### config.mk
export PLATFORM = sky130hd
export DESIGN_NAME = regfile32
export DESIGN_NICKNAME = d
export VERILOG_FILES = /design/src/rtl/regfile32.sv
export SDC_FILE = /design/constraint.sdc
export NUM_CORES = 2
export LEC_CHECK = 0
export BUFFER_PORTS_ARGS = -buffer_cell sky130_fd_sc_hd__clkbuf_2
export CAP_MARGIN = 0
export CORE_UTILIZATION = 35
export DETAILED_ROUTE_END_ITERATION = 8
export MAX_ROUTING_LAYER = met4
export PLACE_DENSITY = 0.48
export SLEW_MARGIN = 0
export SYNTH_ARGS = -nofsm -noshare
export SYNTH_HDL_FRONTEND = slang
export SYNTH_SLANG_ARGS = --single-unit
### constraint.sdc
create_clock -name clk -period 4.2 [get_ports clk]
set_input_delay 0.21 -clock clk [delete_from_list [all_inputs] [get_ports clk]]
set_output_delay 0.21 -clock clk [all_outputs]
set_load 0.02 [all_outputs]
### src/rtl/regfile32.sv
// 32 x WIDTH register file with two combinational read ports, written through a one-hot
// select word from the address decoder. r0 has no storage and always reads as zero.
module regfile32 #(
    parameter int unsigned WIDTH  = 32,
    parameter bit          BYPASS = 1'b0
) (
    input  logic             clk,
    input  logic             reset,
    input  logic [31:0]      wr_sel,
    input  logic [WIDTH-1:0] wr_data,
    input  logic [4:0]       rd_addr1,
    input  logic [4:0]       rd_addr2,
    output logic [WIDTH-1:0] rd_data1,
    output logic [WIDTH-1:0] rd_data2,
    output logic             sel_err
);

    logic [WIDTH-1:0] regs_q [1:31];
    logic [WIDTH-1:0] rf_view [32];
    logic             sel_err_q;
    logic             multi_hot;

    // Clearing the lowest set bit leaves something only if two or more bits were set.
    assign multi_hot = |(wr_sel & (wr_sel - 32'd1));

    always_ff @(posedge clk) begin
        if (reset) begin
            for (int i = 1; i < 32; i++) begin
                regs_q[i] <= '0;
            end
            sel_err_q <= 1'b0;
        end else begin
            for (int i = 1; i < 32; i++) begin
                if (wr_sel[i]) begin
                    regs_q[i] <= wr_data;
                end
            end
            if (multi_hot) begin
                sel_err_q <= 1'b1;
            end
        end
    end

    always_comb begin
        rf_view[0] = '0;
        for (int i = 1; i < 32; i++) begin
            rf_view[i] = regs_q[i];
        end
    end

    always_comb begin
        rd_data1 = '0;
        if (rd_addr1 != 5'd0) begin
            if (BYPASS && wr_sel[rd_addr1]) begin
                rd_data1 = wr_data;
            end else begin
                rd_data1 = rf_view[rd_addr1];
            end
        end
    end

    always_comb begin
        rd_data2 = '0;
        if (rd_addr2 != 5'd0) begin
            if (BYPASS && wr_sel[rd_addr2]) begin
                rd_data2 = wr_data;
            end else begin
                rd_data2 = rf_view[rd_addr2];
            end
        end
    end

    assign sel_err = sel_err_q;

endmodule

---- Word-level counts from Yosys, hierarchy flattened ----
Memories as Yosys holds them, arrays and structs flattened.
Cells that the tools add are included.
word-level totals
  bits in writable memories ............... 992
  output and inout bits ................... 65
  word-level logic and storage cells ...... 176
  memories kept ........................... 1
  input port bits ......................... 76
  register bits ........................... 1
memories
  memory  depth  width  rd ports  clocked after Yosys merged registers in  write ports  RTL line  RTL
  regs_q  31     32     31        0                                        31           18        logic [WIDTH-1:0] regs_q [1:31];
cells by class
  add/sub/neg operators ................... 1
  bitwise operators ....................... 34
  reduce and logical (&&, ||, !) cells .... 3
  order comparisons ....................... 2
  multiplexer cells ....................... 134
operators with widths
  cell                                                                  count
  32-bit 2-to-1 mux                                                     37
  32-bit binary-select mux with 5-bit select                            2
  1-bit 2-to-1 mux                                                      95
  32-bit AND                                                            1
  32-bit OR reduction                                                   1
  32-bit by 1-bit subtractor with 32-bit output, second input constant  1
  1-bit bitwise OR                                                      31
  6-bit >= comparator, second input constant                            2
  5-bit inverter with 6-bit output                                      2
  5-bit nonzero test                                                    2

---- Longest topological paths before layout ----
  word-level depth ........................ 5
  depth in mapped cells ................... 8
  depth with buffers taken out ............ 5

---- Worst setup path before layout ----
No wires, ideal clock.
  path type ............................... in2out
  from .................................... input port rd_addr1[1]
  to ...................................... output port rd_data1[0]
  setup slack ............................. 1.838 ns
  cell stages on the path ................. 6
  data arrival time ....................... 2.152 ns
  buffers on the path ..................... 3
  data required time ...................... 3.990 ns
  cells stage by stage .................... clkbuf_1 -> clkbuf_1 -> clkbuf_1 -> mux4_2 -> mux4_2 -> mux2_2
on the way
  longest elaborated chain between the ends .. 5
  elaborated cells between the ends (all ways) .. 6
  classes of those cells .................. mux: 4; bitwise: 1; reduce/logical: 1
ends and longest elaborated chain
  what                                                    RTL line  RTL
  from (decl)                                             11        input logic [4:0] rd_addr1,
  5-bit inverter with 6-bit output (implied by the code)  57        rd_data1 = rf_view[rd_addr1];
  32-bit binary-select mux with 5-bit select              57
  32-bit 2-to-1 mux (implied by the code) (2 in a row)    57
  32-bit 2-to-1 mux (*)                                   53        if (rd_addr1 != 5'd0) begin
  to (decl)                                               13        output logic [WIDTH-1:0] rd_data1,
Every way passes the cells marked *; elsewhere a longest branch is shown, timed or not. The select of a mux whose other input is x is not followed.

---- Final worst setup path ----
  from .................................... input port rd_addr1[0]
  to ...................................... output port rd_data1[26]
The elaborated chain is that of the path after synthesis.

==> results.md <==
- Status: finished clean
- CP Data Required Time: 3990 ps
- Maximum vdd ir drop: 0.312 mV
- GRT Total Usage: 0.257
- Port bufs: 140
- Total design power: 0.0258 W
- Layout Skew: 0 ps
- Post-Layout Inst Area: 60000 um^2
- Rel. slew slack: 0.235
- WL/cell: 35.6 um
- Starting Density: 0.354
- Yosys warnings: 0
- Crit path kind: in -> out
- Pre-CTS WS: 834 ps
- Layout Nets: 3311
- Syn Inst Count: 3228
- Layout cell share with drive strength beyond 1: 0.351
- CTS Buffer Depth: 3
- Dpl cells: 5134
- Area Growth Syn to Fin: 12.5%
- Critical Path Source Type: input pin
- Period utilization: 0.780
- HPWL after DPL: 110000 um
- Leakage: 21.5 nW
- CP Capture Type: output port
- Setup TNS: 0 ps
- TritonRoute pass-1 iters: 5
- Vias per cell: 5.85
- Asr flop ratio synth: 0
- PD cells: 430 nW/um^2
- Core area: 150000 um^2
- Post-synth design cell area: 53300 um^2
- Post-synth EDFFs: 992
- DIE AREA: 154000 um^2
- Post-synthesis sequential area ratio: 0.559
- Most frequent cells in the layout: and2_1 (992), edfxtp_1 (992), mux4_2 (576), clkbuf_2 (131), mux2_2 (128)
- Largest net degree at the start of global routing: 95
- Crit Path Max Fanout: 71
- Syn_nets: 3304
- Synth Area per Inst: 16.5 um^2
- Final number of hold-violating endpoints: 0
- CTS H-tree depth: 3
- Post-cts resize count: 0
- Via count: 31300
- Global-route wire length before repair: 262000 um
- Final Worst Setup Slack: 925 ps
- Actual slew at the worst max-slew pin: 1150 ps
- Crit path arrival time: 3070 ps
- Max Cap Viol: 0
- DRC Markers: 0
- Die H: 392 um
- Clock Latency Late Sink: 730 ps
- Final WL: 190000 um
- First-iteration detailed-routing DRC count: 3485
- Slew Limit Fails: 0
- # IOs: 141
- Seq cells post-synth: 993
- Fin crit period: 3280 ps
- Die width: 392 um
- CTS tree: yes
- Initial antenna violation count: 27
- GP Congestion: 0.856
- Dpl cell area: 56400 um^2
- RSZ-0062 raised after global routing: no
- CTS Buf Count: 114
- Total global routing overflow: 0
- Clk pin slew, worst setup/hold paths: 70 ps
- Root buffer cell: clkbuf_16
- Number of global-route vias before repair: 32700
- Distinct cell type count after synthesis: 40
- Antenna-violating nets left: 0
- Hold WC Path Type: in -> reg
- FMAX: 0.305 GHz
- Final Non-Filler Cells: 5358
- TritonCTS Sinks: 993
- Setup violators final: 0
- Row cnt: 142
- Main flop type after synthesis: edfxtp_1
cell families after synthesis:
kind of cell	count (synthesis)	share of synthesized area
simple gates	1086	0.127
flops	993	0.559
compound gates	87	0.0135
mux	704	0.270
buf+inv	356	0.0295
fa+ha+maj	2	0.000376
power by group:
group	internal (W)	switching (W)
clock	0.00544	0.00417
sequential	0.0118	0.000380
combinational	0.00175	0.00224
worst max-delay path, cell delays in order:
cell and delay, ps:
buf_8 670, buf_12 300, mux4_2 530, mux4_2 590, mux2_2 360, clkbuf_2 180
area by class of cell:
type                       instances  area [um^2]
fill                           13700        90500
clock buffer                     151         3100
clock inverter                    55          388
tap                             2016         2520
inverter                           1         3.75
timing repair buffer             246         1900
antenna                           17         42.5
sequential                       993        29800
multi-input combinational       1879        22200
synth_stat cells, drive strengths merged, types with 2 or more instances:
cell type,instances,share of area
o21ai,7,0.00066
nor2,7,0.00049
clkbuf,250,0.018
a41oi,2,0.00033
o31ai,2,0.00028
maj3,2,0.00038
nor3,3,0.00028
buf,105,0.012
nand4,2,0.00023
a22o,63,0.010
or4,2,0.00028
or3,5,0.00059
a21oi,2,0.00019
a211oi,2,0.00028
nor2b,32,0.0038
nand2,2,0.00014
mux4,576,0.24
edfxtp,992,0.56
nor4,3,0.00047
mux2,128,0.027
and2,992,0.12
or2,35,0.0041
per-layer routing:
| metal | GRT usage | share of wire | vias up |
|---|---|---|---|
| li1 | - | - | 12600 |
| met1 | 0.339 | 0.41 | 16900 |
| met2 | 0.399 | 0.47 | 1555 |
| met3 | 0.0534 | 0.083 | 284 |
| met4 | 0.0764 | 0.032 | 0 |
| met5 | - | 0 | - |
sequential cells by signal, summed over array words and instances, names as in the netlist:
| name | count |
|---|---|
| regs_q | 992 |
| sel_err | 1 |
final timing paths:
check                   start      endpoint  slack, ps  cells after the start
setup / recovery  rd_addr1[0]  rd_data1[26]        920                      6
hold / removal      wr_sel[8]       sel_err         50                      5
setup reg to reg      sel_err       sel_err       3020                      5
hold reg to reg       sel_err       sel_err        910                      5
timing repair:
item | in CTS | in global routing
hold buffers | 1 | 0
endpoints found under the hold margin | 1 | 0
setup buffers | 0 | 0
per-stage QoR:
stage | util | hold slack [ps]
5_1_grt | 0.398 | 81.6
3_3_place_gp | 0.375 | 647
3_5_place_dp | 0.375 | 660
6_report | 0.399 | 47.4
4_1_cts | 0.398 | 0.214
2_1_floorplan | - | 408
(Power assumes the default switching activity.)
